==> src/rtl/song_seq_ctrl.sv <==
// Transport/tempo controller: divides clk into musical steps, walks the song index, gates the voices.
// Commands act on the next clk edge; outputs are decoded from registers. No backpressure, commands are one-shot.
module song_seq_ctrl #(
    parameter int IDX_W = 8,
    parameter int DIV_W = 24
) (
    input  logic             clk,
    input  logic             reset,
    input  logic             play,
    input  logic             pause,
    input  logic             stop,
    input  logic [DIV_W-1:0] tempo_div,
    input  logic [DIV_W-1:0] gate_div,
    input  logic [IDX_W-1:0] song_len,
    input  logic             loop_en,
    output logic [IDX_W-1:0] note_index,
    output logic             step_pulse,
    output logic             gate,
    output logic             playing,
    output logic             paused,
    output logic             song_done
);

    typedef enum logic [1:0] {
        IDLE  = 2'd0,
        PLAY  = 2'd1,
        PAUSE = 2'd2,
        DONE  = 2'd3
    } state_t;

    state_t           state;
    logic [DIV_W-1:0] beat_cnt;
    logic [DIV_W-1:0] beat_last;
    logic             step_end;

    // tempo_div of 0 behaves as 1, so the last beat of a step is index 0 either way.
    assign beat_last = (tempo_div == '0) ? '0 : tempo_div - DIV_W'(1);
    // >= rather than == so a tempo lowered mid-step ends the step instead of wrapping beat_cnt.
    assign step_end  = (beat_cnt >= beat_last);

    always_ff @(posedge clk or posedge reset) begin
        if (reset) begin
            state      <= IDLE;
            note_index <= '0;
            beat_cnt   <= '0;
        end else if (stop) begin
            state      <= IDLE;
            note_index <= '0;
            beat_cnt   <= '0;
        end else begin
            case (state)
                IDLE, DONE: begin
                    if (play) begin
                        state      <= PLAY;
                        note_index <= '0;
                        beat_cnt   <= '0;
                    end
                end
                PAUSE: begin
                    if (play) begin
                        state <= PLAY;
                    end
                end
                PLAY: begin
                    if (pause) begin
                        state <= PAUSE;
                    end else if (step_end) begin
                        beat_cnt <= '0;
                        if (note_index != song_len) begin
                            note_index <= note_index + IDX_W'(1);
                        end else if (loop_en) begin
                            note_index <= '0;
                        end else begin
                            state <= DONE;
                        end
                    end else begin
                        beat_cnt <= beat_cnt + DIV_W'(1);
                    end
                end
                default: begin
                    state <= IDLE;
                end
            endcase
        end
    end

    assign playing    = (state == PLAY);
    assign paused     = (state == PAUSE);
    assign song_done  = (state == DONE);
    assign step_pulse = playing && (beat_cnt == '0);
    assign gate       = playing && (beat_cnt < gate_div);

endmodule
==> config.mk <==
export PLATFORM = sky130hd
export DESIGN_NAME = song_seq_ctrl
export DESIGN_NICKNAME = d
export VERILOG_FILES = /design/src/rtl/song_seq_ctrl.sv
export SDC_FILE = /design/constraint.sdc
export NUM_CORES = 1
export LEC_CHECK = 0
export BUFFER_PORTS_ARGS = -buffer_cell sky130_fd_sc_hd__clkbuf_2
export CORE_ASPECT_RATIO = 1.5
export CORE_UTILIZATION = 55
export CTS_CLUSTER_DIAMETER = 200
export DETAILED_ROUTE_END_ITERATION = 12
export GPL_TIMING_DRIVEN = 0
export PLACE_DENSITY = 0.8
export SYNTH_ARGS = -nofsm -noshare
export SYNTH_HDL_FRONTEND = slang
export SYNTH_SLANG_ARGS = --single-unit
export TNS_END_PERCENT = 1
==> constraint.sdc <==
create_clock -name clk -period 3.8 [get_ports clk]
set_input_delay 0.38 -clock clk [delete_from_list [all_inputs] [get_ports clk]]
set_output_delay 0.38 -clock clk [all_outputs]
set_load 0.01 [all_outputs]
==> metrics <==
Final HPWL DP 7580 µm; worst-path maximum fanout 8; Worst EP required 3.98 ns; most used cell, CP or2_4; P_leak 2.25 nW; Peak VDD IR 0.000245 V; crit path cell chain clkbuf_2, or4_4, or2_4, or2_4, nor3_2, xor2_1, nand2_1, ha_1, nand4_1, or3_1, o31ai_2, o21ai_2, a221o_1; Final Hold Viols 0; register area share after synthesis 23.0%; maximum buffer depth of the clock tree 2; total die area 7060 µm²; crit path DAT 3.82 ns; via count 3598; MaxCap Viol Count 0; Synth cell types 60; RSZ-0062 raised after global routing true; largest net degree at the start of global routing 35; worst reg-to-reg setup slack 1.31 ns; nets@finish 648; total chip power 1.06 mW; GRT Util Overall 28.8%; initial core utilization 57.0%; Startpoint Class primary input; Sequential Power Share 35.6%; CTS H-Tree Depth 2; capturing point of the worst reg2reg path note_index[4]$_DFFE_PP0P_; YS warnings 0; Syn Std Cell Area 3700 µm²; EDFF count, synth 0; drt via density 5.92; Switching Power 0.322 mW; Placement Cell Area 4160 µm²; design area 4390 µm²; min Tclk post-route 3.64 ns; worst skew pair latency 0.29 ns; Slew HR 53.4%; most common cell after layout, fill and taps aside clkbuf_2; Buf+Inv Stages, Crit Path 1; combinational share of power 25.7%; fmax 275 MHz; fin crit share 95.8%; Power Density 242 nW/µm²; remaining antenna violation count after routing 0; Post-route DRC 0; WL/cell 15.3 µm; share of post-route cells with drive strength above 1 21.4%; Crit Path Class in -> reg; vias in the first global route 3519; Remaining Overflow, GRT 0; Mean Syn Cell Area 8.25 µm²; setup violators final 0; Syn Inst Count 448; num rows 36; synthesized net count 565; dominant synthesized flop cell dfrtp_1; Synth async-reset ratio 100%; Least-Margin Pin Slew 0.697 ns; Int Pwr 0.741 mW; initial antenna violation count 0; Cells after DPL 598; clock share of power 38.7%; fin. max-slew vios 0; clk_skew 0.00547 ns; HP Class in -> async; CTS root buf clkbuf_8; CTS buffer count 5; worst reg2reg startpoint beat_cnt[15]$_DFFE_PP0P_; Synth-to-Final Area Change 18.8%; Routability Congestion 0.871; CTS Sinks 34; I/O Pins 75; switch share 30.3%; DIE HEIGHT 102 µm; Crit path max-delay family simple AND/OR/NAND/NOR gates; Std-Cell Core Area 6490 µm²; # diodes 0; hold buffers post-CTS 0; PortBufs 74; Setup TNS Final 0 ns; Max stage delay cell, worst path or4_4; Worst R2R Path Depth 6; Critical Path Max Stage Delay 0.52 ns; register bit total from synthesis 34; Routed WL 9280 µm; CTS clk-pin slew, worst paths 0.08 ns; Worst setup EP type flip-flop; Die Wd 68.9 µm; Post-Layout Cell Count 608; Fill cells 552; DR pass1 iterations 4; CTS tree built; initial DRC count 143; commonest non-fill, non-tap cells in the layout clkbuf_2 (74), ha_1 (55), nand2_1 (51); first-pass GRT wire length 15400 µm; outcome finished, final reports clean
[kinds of logic after synthesis]
kind of cell	Yosys count	share of synthesized area [%]
fa+ha+maj	55	18.6
compound gates	74	14.2
flops	34	23.0
simple gates	196	28.4
buf+inv	41	4.40
xor+xnor	47	11.1
mux	1	0.271
[power by group through the flow]
stage / Sequential (mW) / Combinational (mW) / Clock (mW)
6_report: 0.378 / 0.273 / 0.411
5_1_grt: 0.380 / 0.308 / 0.427
4_1_cts: 0.378 / 0.262 / 0.410
3_5_place_dp: 0.386 / 0.260 / 0
3_3_place_gp: 0.385 / 0.252 / 0
2_1_floorplan: 0.384 / 0.161 / 0
[registers in the layout (all words and copies together) (netlist names)]
register    count
beat_cnt       24
note_index      8
state           2
[synth_stat cells, drive strengths merged (2+ instances only)]
cell type / instances / area [µm²]
and4: 6 / 52.6
nor2b: 3 / 18.8
o21a: 2 / 15.0
and3: 10 / 62.6
nand3: 16 / 85.1
a221o: 6 / 60.1
nor3: 8 / 50.1
or3: 3 / 18.8
nand4: 16 / 106
a31oi: 4 / 25.0
nand2b: 3 / 18.8
clkbuf: 2 / 7.51
a22o: 2 / 17.5
o21bai: 2 / 15.0
nor2: 49 / 186
or4: 3 / 30.0
a21oi: 15 / 78.8
xnor2: 24 / 210
xor2: 23 / 201
buf: 3 / 20.0
nor4: 16 / 136
nor4b: 2 / 17.5
a211oi: 3 / 22.5
o31a: 3 / 26.3
a21o: 6 / 45.0
ha: 55 / 688
dfrtp: 34 / 851
o21ai: 16 / 83.8
o31ai: 4 / 40.0
nand2: 52 / 195
or2: 5 / 36.3
inv: 36 / 135
[through the flow]
step           setup WS [ns]  util (%)  hold slack, ns
6_report               0.160      67.7          0.0605
5_1_grt             -0.00166      67.7           0.105
4_1_cts              0.00592      66.3           0.429
3_5_place_dp          -0.280      64.2           0.598
3_3_place_gp          -0.268      64.2           0.586
2_1_floorplan          0.333         -           0.522
[timing repair]
action,in CTS,in global routing
endpoints found under the setup margin,0,32
setup buffers,0,1
gates resized for setup,0,9
[worst max path at each step]
stage,start,to,cells past startpoint
global placement,tempo_div[4],beat_cnt[3]$_DFFE_PP0P_,15
detailed placement,tempo_div[5],beat_cnt[4]$_DFFE_PP0P_,15
global route,tempo_div[13],note_index[4]$_DFFE_PP0P_,13
CTS,tempo_div[5],beat_cnt[4]$_DFFE_PP0P_,15
finish,tempo_div[13],note_index[4]$_DFFE_PP0P_,13
floorplan,tempo_div[15],beat_cnt[18]$_DFFE_PP0P_,14
[cell type report]
cell class,instances,area [µm²],share of cell area (%)
multi-input cells,373,2740,62.4
clock inverters,3,68.8,1.57
repair buffers,76,405,9.24
well taps,76,95.1,2.17
plain buffers,5,27.5,0.627
clock buffers,5,68.8,1.57
inverters,36,135,3.08
flip-flops and latches,34,851,19.4
[worst reg2reg max path, delay by kind of cell (launching register included)]
| kind | cells | cell delay [ns] |
|---|---|---|
| AO/OA/AOI/OAI | 3 | 1.00 |
| adder cells (fa/ha/maj) | 1 | 0.37 |
| flip-flops | 1 | 0.49 |
| AND/OR/NAND/NOR | 2 | 0.53 |
[routing by layer]
metal  routed length, µm  vias to the layer above  part of all wire (%)  GRT usage [%]
met1                3530                     1709                    38           30.3
met5                   0                        -                     0              0
met2                5210                       81                    56           55.8
met3                 307                       22                   3.3           3.91
met4                 237                        0                   2.6           9.89
li1                    -                     1786                     -              -
(Power assumes the default switching activity.)
